--- config.mk ---
export PLATFORM = sky130hd
export DESIGN_NAME = cache_arbiter
export DESIGN_NICKNAME = d
export VERILOG_FILES = /design/src/rtl/cache_arbiter.sv
export SDC_FILE = /design/constraint.sdc
export NUM_CORES = 1
export LEC_CHECK = 0
export CAP_MARGIN = 5
export CELL_PAD_IN_SITES_DETAIL_PLACEMENT = 1
export CELL_PAD_IN_SITES_GLOBAL_PLACEMENT = 1
export CORE_AREA = 2 2 542 544
export CTS_BUF_LIST = sky130_fd_sc_hd__clkbuf_8
export DETAILED_ROUTE_END_ITERATION = 10
export DIE_AREA = 0 0 544 546
export DONT_BUFFER_PORTS = 1
export HOLD_SLACK_MARGIN = 0.02
export PLACE_DENSITY_LB_ADDON = 0.1
export SLEW_MARGIN = 20
export SYNTH_ARGS = -nofsm -noshare
export SYNTH_HDL_FRONTEND = slang
export SYNTH_SLANG_ARGS = --single-unit
--- constraint.sdc ---
create_clock -name clk -period 4.2 [get_ports clk]
set_input_delay 0.42 -clock clk [delete_from_list [all_inputs] [get_ports clk]]
set_output_delay 0.42 -clock clk [all_outputs]
set_load 0.005 [all_outputs]
--- src/rtl/cache_arbiter.sv ---
// cache_arbiter: arbitrates I-cache line fills and D-cache fills/writebacks onto one memory port.
// Define CACHE_ARB_ROUND_ROBIN_EN for round-robin ties; default is fixed D-cache priority.
module cache_arbiter #(
    parameter int ADDR_W = 32,
    parameter int LINE_W = 256
) (
    input  logic              clk,
    input  logic              rst_n,
    input  logic              i_read,
    input  logic [ADDR_W-1:0] i_addr,
    output logic [LINE_W-1:0] i_rdata,
    output logic              i_resp,
    input  logic              d_read,
    input  logic              d_write,
    input  logic [ADDR_W-1:0] d_addr,
    input  logic [LINE_W-1:0] d_wdata,
    output logic [LINE_W-1:0] d_rdata,
    output logic              d_resp,
    output logic              pmem_read,
    output logic              pmem_write,
    output logic [ADDR_W-1:0] pmem_addr,
    output logic [LINE_W-1:0] pmem_wdata,
    input  logic [LINE_W-1:0] pmem_rdata,
    input  logic              pmem_resp
);
    localparam logic [ADDR_W-1:0] OFF_MASK = ADDR_W'((LINE_W / 8) - 1);

    typedef enum logic [2:0] {IDLE, SERVE_I, SERVE_D, RESP_I, RESP_D} state_e;

    state_e            state_q, state_d;
    logic [ADDR_W-1:0] addr_q, addr_d;
    logic [LINE_W-1:0] wdata_q, wdata_d;
    logic [LINE_W-1:0] i_rdata_q, i_rdata_d;
    logic [LINE_W-1:0] d_rdata_q, d_rdata_d;
    logic              wr_q, wr_d;
    logic              d_req, grant_d;

    assign d_req = d_read | d_write;

`ifdef CACHE_ARB_ROUND_ROBIN_EN
    // last_q high means the D-cache won the previous grant
    logic last_q, last_d;
    assign grant_d = d_req && (!i_read || !last_q);
    assign last_d  = (state_q == IDLE && (i_read || d_req)) ? grant_d : last_q;
    always_ff @(posedge clk or negedge rst_n)
        if (!rst_n) last_q <= 1'b0;
        else        last_q <= last_d;
`else
    assign grant_d = d_req;
`endif

    always_ff @(posedge clk or negedge rst_n) begin
        if (!rst_n) begin
            state_q   <= IDLE;
            addr_q    <= '0;
            wdata_q   <= '0;
            wr_q      <= 1'b0;
            i_rdata_q <= '0;
            d_rdata_q <= '0;
        end else begin
            state_q   <= state_d;
            addr_q    <= addr_d;
            wdata_q   <= wdata_d;
            wr_q      <= wr_d;
            i_rdata_q <= i_rdata_d;
            d_rdata_q <= d_rdata_d;
        end
    end

    always_comb begin
        state_d   = state_q;
        addr_d    = addr_q;
        wdata_d   = wdata_q;
        wr_d      = wr_q;
        i_rdata_d = i_rdata_q;
        d_rdata_d = d_rdata_q;
        case (state_q)
            IDLE: if (i_read || d_req) begin
                state_d = grant_d ? SERVE_D : SERVE_I;
                addr_d  = grant_d ? d_addr : i_addr;
                wr_d    = grant_d && d_write;
                wdata_d = (grant_d && d_write) ? d_wdata : '0;
            end
            SERVE_I: if (pmem_resp) begin
                i_rdata_d = pmem_rdata;
                state_d   = RESP_I;
            end
            SERVE_D: if (pmem_resp) begin
                d_rdata_d = pmem_rdata;
                state_d   = RESP_D;
            end
            default: state_d = IDLE;
        endcase
    end

    always_comb begin
        pmem_read  = (state_q == SERVE_I || state_q == SERVE_D) && !wr_q;
        pmem_write = (state_q == SERVE_I || state_q == SERVE_D) && wr_q;
        pmem_addr  = addr_q & ~OFF_MASK;
        pmem_wdata = wdata_q;
        i_resp     = state_q == RESP_I;
        d_resp     = state_q == RESP_D;
        i_rdata    = i_rdata_q;
        d_rdata    = d_rdata_q;
    end
endmodule

## Word-level counts from Yosys, hierarchy flattened

Index checks and enable logic that the tools add are counted.

| cells by class | value |
|---|---|
| equal/unequal tests | 7 |
| multiplexer cells | 7 |
| bitwise operators | 1 |
| reductions and logical operators | 11 |

Operators with widths:

| kind | number |
|---|---|
| $mux 256 | 1 |
| $mux 32 | 1 |
| $mux 3 | 3 |
| $pmux 3 s3 | 1 |
| $eq 3x2->1 const B | 2 |
| $ne 2x2->1 const B | 3 |
| $reduce_and 2->1 | 3 |
| $eq 3x1->1 const B | 1 |
| $eq 3x3->1 const B | 1 |
| $logic_and 1x1->1 | 3 |
| $logic_not 3->1 | 1 |
| $reduce_and 3->1 | 1 |
| $logic_or 1x1->1 | 2 |
| $mux 2 | 1 |
| $logic_not 1->1 | 1 |
| $or 1x1->1 | 1 |

| storage, ports and cells | value |
|---|---|
| bits in registers | 804 |
| bits of input ports | 582 |
| output and inout port bits | 804 |
| word-level logic and storage cells | 32 |

## Longest topological paths before layout

Gate-level depths: netlist of run 1.

| logic depth | value |
|---|---|
| depth in word-level cells | 4 |
| gate-level depth with buffers | 7 |
| gate-level depth less buffers | 3 |

## Least setup slack after synthesis of run 1

Ideal clock, no wire load.

| timing path | value |
|---|---|
| path type | input to register |
| start point | input port d_write |
| end point | register addr_q[27] |
| setup time | 0.125 ns |
| arrival time | 1.711 ns |
| required time | 4.075 ns |
| path slack | 2.364 ns |
| cell stages on the path | 5 |
| path buffers | 2 |
| cell sequence | buf_2 > nor2_2 > buf_2 > mux2_2 > mux2_4 |

| on the way | value |
|---|---|
| word-level cells in the longest chain between the ends | 3 |
| elaborated cells between the ends (all ways) | 4 |
| those cells by class | mux (1); bitwise (1); reduce/logical (2) |

Ends and longest elaborated chain:

| element | line | source |
|---|---|---|
| from (decl) | 14 | `input logic d_write,` |
| $or 1x1->1 * | 38 | `assign d_req = d_read \| d_write;` |
| $logic_or 1x1->1 | 78 | `IDLE: if (i_read \|\| d_req) begin` |
| $reduce_and 2->1 (no source line) | n/a |  |
| to (signal assigned) | 62 | `addr_q <= addr_d;` |
| to (decl) | 31 | `logic [ADDR_W-1:0] addr_q, addr_d;` |

Mark *: on every way between the ends. The rest lies on a longest branch, timed or not.
A chain may end at the register's enable or synchronous reset.

## Final worst setup path of run 1

| timing path | value |
|---|---|
| start point | register state_q[0] |
| end point | register d_rdata_q[237], in the netlist d_rdata[237] |

| on the way | value |
|---|---|
| word-level cells in the longest chain between the ends | 2 |

Ends and longest elaborated chain:

| element | line | source |
|---|---|---|
| from (decl) | 30 | `state_e state_q, state_d;` |
| from (signal assigned) | 61 | `state_q <= state_d;` |
| $eq 3x2->1 | 77 | `case (state_q)` |
| $reduce_and 2->1 (no source line) | n/a |  |
| to (signal assigned) | 66 | `d_rdata_q <= d_rdata_d;` |
| to (decl) | 34 | `logic [LINE_W-1:0] d_rdata_q, d_rdata_d;` |

No other way between the ends.

==> impl_metrics.tcl, run 1 <==
set metrics [dict create \
    dp_hpwl_um 123000 \
    intPower_mw 20.6 \
    die_width_um 544 \
    power_frac_comb 0.225 \
    synthTopCellsByArea "dfrtp_1 63%, mux2_2 20%, mux2i_1 8.1%" \
    crit_type "flip-flop to flip-flop" \
    synth-seq-area-share 0.632 \
    dieHeight_um 546 \
    synth_edf_count 0 \
    finalNetCount 3792 \
    gp_congestion 0.804 \
    synthToLayoutAreaGrowth_pct 53.7 \
    cts_max_level 4 \
    rows 199 \
    powerDensity_mw_per_mm2 667 \
    fin_setup_tns_ns 0 \
    hold_violations 0 \
    wl_per_cell_um 22.5 \
    syn_area_sq_mm 0.0316 \
    leakagePower_nw 21.1 \
    synth_top_area_frac 0.632 \
    slowest_stage "dlygate4sd3_1" \
    r2r-start "state_q[0]" \
    grt_overflow_total 0 \
    grt_max_degree 230 \
    grt_pass1_wl_um 222000 \
    cts_made_buffers 176 \
    cts_tree "built" \
    vias 22300 \
    synth_seq_cells 799 \
    crit_chain "nor4bb_4 -> buf_12 -> buf_12 -> mux2_2 -> dlygate4sd3_1" \
    grt_usage 0.107 \
    hp-class "input pin to flip-flop" \
    swShare 0.365 \
    regToRegEndpoint "d_rdata[237]" \
    seq_power_share 0.495 \
    cp_slowest_stage_delay_ns 0.56 \
    worst_ep_required_time_ns 5.00 \
    worstHoldPathCells 2 \
    min_period_ns 2.87 \
    fp.coreArea_sq_mm 0.292 \
    synthArstFlopShare 1.00 \
    yosys.cell_count.top_type "dfrtp_1" \
    crit_fanout 87 \
    insertion_delay_ns 0.90 \
    finalMaxSlewViolations 0 \
    grt_pass1_vias 25800 \
    ios 1386 \
    slew_headroom 0.399 \
    fill_cells 33100 \
    r2r_slack_ns 1.33 \
    clockRootBuffer "clkbuf_8" \
    syn_inst 2278 \
    cp.arrival_ns 3.67 \
    yosysTopAreaCell "dfrtp_1" \
    setup_viol_count_final 0 \
    via_per_inst 3.05 \
    start_util 0.108 \
    fin_worst_skew_ns 0.0533 \
    p_switching_mw 11.8 \
    ir_drop_uv 249 \
    regArea_sq_mm 0.0200 \
    fmaxAchievable_ghz 0.348 \
    syn_avg_cell_area_sq_um 13.9 \
    utilization 0.166 \
    drcViolationCount 0 \
    io_buffer_count 0 \
    drive_gt1_frac 0.255 \
    cts_resized 0 \
    status "finished clean" \
    antenna_found_initial 76 \
    cp-end-kind "flip-flop" \
    synth_cell_types 22 \
    fp.dieArea_sq_mm 0.297 \
    clk_pin_slew_ns 0.06 \
    clkSinkCount 799 \
    p_clk_frac 0.280 \
    ys_top_cells_by_count "799 x dfrtp_1, 563 x mux2_2, 257 x nand2_1" \
    tightest_slew_ns 0.902 \
    clock_path_buffers 4 \
    synth_flop_cell "dfrtp_1" \
    path_delay_family "buffers and inverters" \
    min_from "pmem_rdata[107]" \
    cp-start-kind "flip-flop" \
    antenna_left 0 \
    drtPass1Iterations 4 \
    crit_top_cell "buf_12" \
    maxCapViolations 0 \
    critPathBufInv 3 \
    first_iter_violations 707 \
    grt_setup_unrepaired "false" \
    ff2ff_path_depth 5 \
    totalWireLength_um 164000 \
    total_power_mw 32.4 \
    multi_input_area_sq_mm 0.0101 \
    timing.final.crit_share 0.684 \
    yosysWarnings 0 \
    hold_path_end "i_rdata[107]" \
]
logic make-up after synthesis:
| group | synth area share |
|---|---|
| xor gates and xnor gates | 0.000277 |
| AOI/OAI and AO/OA | 0.000435 |
| muxes | 0.283 |
| DFF | 0.632 |
| buffers and inverters | 0.0505 |
| other | 0.000119 |
| and+or+nand+nor | 0.0330 |
worst register-to-register path, cell delays in order, from the launching register on:
cell	delay (ns)
dfrtp_1	0.49
nor4bb_4	0.49
buf_12	0.27
buf_12	0.43
mux2_2	0.55
dlygate4sd3_1	0.56
through the flow:
stage	cell area, sq um	cells	hold slack [ns]	setup slack [ns]
final	48600	7292	0.222	1.33
after global routing	48600	7280	0.106	1.12
after CTS	48500	7263	0.0203	1.22
after detailed placement	36400	6102	0.482	1.56
after global placement	36200	6096	0.161	1.61
after floorplan	31600	2282	0.124	2.36
power by group through the flow:
| stage | sequential [mW] | combinational, mW | clock [mW] |
|---|---|---|---|
| 2_1_floorplan | 13.4 | 5.30 | 0 |
| 3_3_place_gp | 16.5 | 6.10 | 0 |
| 3_5_place_dp | 16.4 | 6.52 | 0 |
| 4_1_cts | 16.3 | 7.48 | 9.70 |
| 5_1_grt | 16.8 | 8.10 | 9.99 |
| 6_report | 16.0 | 7.31 | 9.06 |
layout by cell type (no fill, tap or decap), types with 4 or more instances in the layout:
cell type,instances
conb_1,5
buf_16,8
nand2_1,257
dlygate4sd3_1,847
mux2_2,563
bufinv_16,4
dfrtp_1,799
clkbuf_8,224
mux2_4,4
clkinv_2,14
diode_2,29
mux2i_1,256
inv_8,5
buf_12,9
inv_1,315
buf_4,13
sequential cells by signal, indices dropped and copies added (netlist names):
| register | count |
|---|---|
| wr_q | 1 |
| state_q | 3 |
| pmem_wdata | 256 |
| addr_q | 27 |
| d_rdata | 256 |
| i_rdata | 256 |
final cells by class:
| cell class | instances | share of cell area |
|---|---|---|
| sequential | 799 | 0.411 |
| multi-input combinational | 1100 | 0.207 |
| tap | 3919 | 0.101 |
| clock inverter | 88 | 0.0112 |
| inverter | 256 | 0.0198 |
| antenna | 29 | 0.00149 |
| clock buffer | 224 | 0.0634 |
| timing repair buffer | 877 | 0.185 |
routing by layer:
| layer | global-route usage | vias to the layer above | share of wire | wire length [um] |
|---|---|---|---|---|
| li1 | - | 9448 | - | - |
| met1 | 0.0965 | 11200 | 0.31 | 51000 |
| met2 | 0.185 | 1229 | 0.49 | 80000 |
| met5 | 0 | - | 0.00045 | 74 |
| met4 | 0.0451 | 10 | 0.042 | 6860 |
| met3 | 0.0732 | 350 | 0.16 | 25900 |
repair_timing:
item | CTS | global route
hold buffers | 849 | 0
endpoints found under the hold margin | 945 | 0
buffers inserted | 0 | 0
endpoints found under the setup margin | 0 | 0
worst max path at each step:
stage | from | to | slack (ns) | cells past startpoint
detailed placement | rst_n | d_rdata[174] | 1.56 | 3
finish | state_q[0] | d_rdata[237] | 1.33 | 5
global placement | state_q[0] | d_rdata[193] | 1.61 | 4
CTS | state_q[0] | d_rdata[237] | 1.22 | 5
global route | state_q[0] | d_rdata[253] | 1.12 | 5
floorplan | d_write | addr_q[27] | 2.36 | 5
Note: power is estimated with default switching activity, not from simulation.
==> inputs of run 2 (changes only) <==
==> constraint.sdc (replaced) <==
create_clock -name clk -period 2.42 [get_ports clk]
set_input_delay 0.242 -clock clk [delete_from_list [all_inputs] [get_ports clk]]
set_output_delay 0.242 -clock clk [all_outputs]
set_load 0.005 [all_outputs]
==> impl_metrics.tcl, run 2 (synthesized netlist as in run 1, its figures left out) <==
set metrics [dict create \
    cp-start-kind "input pin" \
    grt_usage 0.111 \
    clock_path_buffers 4 \
    drtPass1Iterations 4 \
    cts_max_level 4 \
    fp.dieArea_sq_mm 0.297 \
    maxCapViolations 0 \
    seq_power_share 0.472 \
    fmaxAchievable_ghz 0.414 \
    grt_pass1_wl_um 233000 \
    via_per_inst 3.11 \
    cp.arrival_ns 3.19 \
    violations "negative hold slack" \
    fin_setup_tns_ns 0 \
    dp_hpwl_um 124000 \
    drive_gt1_frac 0.235 \
    layout_commonest_cell "dlygate4sd3_1" \
    hp-class "input pin to asynchronous set/reset pin" \
    layout_common_cells "1245 x dlygate4sd3_1, 796 x dfrtp_1, 563 x mux2_2, 308 x inv_1, 257 x nand2_1" \
    status "finished, violations left" \
    synthToLayoutAreaGrowth_pct 67.2 \
    p_clk_frac 0.263 \
    vias 24000 \
    fp.coreArea_sq_mm 0.292 \
    power_frac_comb 0.266 \
    postCtsHoldBufs 1246 \
    powerDensity_mw_per_mm2 1120 \
    clockRootBuffer "clkbuf_8" \
    r2r_slack_ns 0.02 \
    timing.final.crit_share 0.999 \
    grt_pass1_vias 28000 \
    finalMaxSlewViolations 0 \
    intPower_mw 37.8 \
    worst_ep_required_time_ns 3.19 \
    timing.final.ws_setup_ns 0.00221 \
    first_iter_violations 740 \
    ir_drop_uv 486 \
    antenna_left 0 \
    dp_cells 6130 \
    cts_made_buffers 175 \
    gp_congestion 0.845 \
    start_util 0.108 \
    utilization 0.181 \
    cp_slowest_stage_delay_ns 0.61 \
    hold_violations 260 \
    slowest_stage "dlygate4sd3_1" \
    rows 199 \
    crit_type "input pin to flip-flop" \
    preCtsSetupSlack_ns -0.458 \
    drcViolationCount 0 \
    cp-end-kind "flip-flop" \
    min_period_ns 2.42 \
    antenna_found_initial 66 \
    crit_top_cell "dlygate4sd3_1" \
    p_switching_mw 21.3 \
    die_width_um 544 \
    grt_max_degree 224 \
    total_power_mw 59.1 \
    fin_worst_skew_ns 0.0778 \
    final_area_sq_mm 0.0529 \
    dieHeight_um 546 \
    crit_chain "dlygate4sd3_1 -> nor2_2 -> buf_4 -> mux2_2 -> dlygate4sd3_1 -> mux2_2 -> dlygate4sd3_1" \
    crit_fanout 27 \
    totalWireLength_um 172000 \
    slew_headroom 0.324 \
    setup_viol_count_final 0 \
    io_buffer_count 0 \
    leakagePower_nw 23.1 \
    fin_hold_ws_ns -0.925 \
    clkSinkCount 799 \
    place_area_sq_mm 0.0367 \
    wl_per_cell_um 22.3 \
    grt_setup_unrepaired "true" \
    insertion_delay_ns 0.93 \
    finalNetCount 4222 \
    finalNonFillerCells 7705 \
    cts_tree "built" \
    tightest_slew_ns 1.01 \
    grt_overflow_total 0 \
    clk_pin_slew_ns 0.05 \
    ios 1386 \
    swShare 0.360 \
]
-- run 2: final timing paths --
| path | cells after the start | to | startpoint |
|---|---|---|---|
| worst max-delay path | 7 | addr_q[31] | d_read |
| worst min-delay path | 0 | d_rdata[230] | rst_n |
| worst max register to register | 5 | pmem_wdata[169] | state_q[0] |
| worst min register to register | 1 | d_rdata[146] | d_rdata[146] |
| max in group asynchronous | 4 | d_rdata[199] | rst_n |
| min in group clk | 2 | d_rdata[80] | pmem_rdata[80] |
-- run 2: timing repair --
item,4_1_cts,5_1_grt
setup buffers,1,1
pin swaps,1,1
hold endpoints to repair,1018,294
gates resized for setup,2,6
setup endpoints to repair,2,51
cloned,0,3
-- run 2: per-layer routing --
metal  share of wire  up-vias  track usage
met5         0.00060        -            0
met4           0.041       14       0.0452
met3            0.15      348       0.0724
met2            0.49     1228        0.192
met1            0.32    12100        0.103
li1                -    10300            -
-- run 2: layout make-up --
| type | count | area, sq um |
|---|---|---|
| Timing Repair Buffer | 1308 | 13400 |
| Antenna cell | 25 | 62.6 |
| Inverter | 256 | 961 |
| Clock inverter | 82 | 527 |
| Sequential cell | 799 | 20000 |
| Multi-Input combinational cell | 1100 | 10100 |
| Tap cell | 3919 | 4900 |
| Fill cell | 33000 | 239000 |
| Clock buffer | 216 | 2970 |
-- run 2: power groups by stage --
stage               clock network, mW  registers [mW]  logic (mW)
finish                           15.5            27.9        15.7
global placement                    0            28.6        11.0
floorplan                           0            23.2        9.19
CTS                              16.6            28.3        15.6
global route                     17.1            29.1        17.3
detailed placement                  0            28.3        11.7
-- run 2: critical path, delay by kind of cell --
| kind | cells | cell delay, ns |
|---|---|---|
| and+or+nand+nor | 1 | 0.18 |
| muxes | 2 | 0.64 |
| buffers and inverters | 4 | 2.09 |
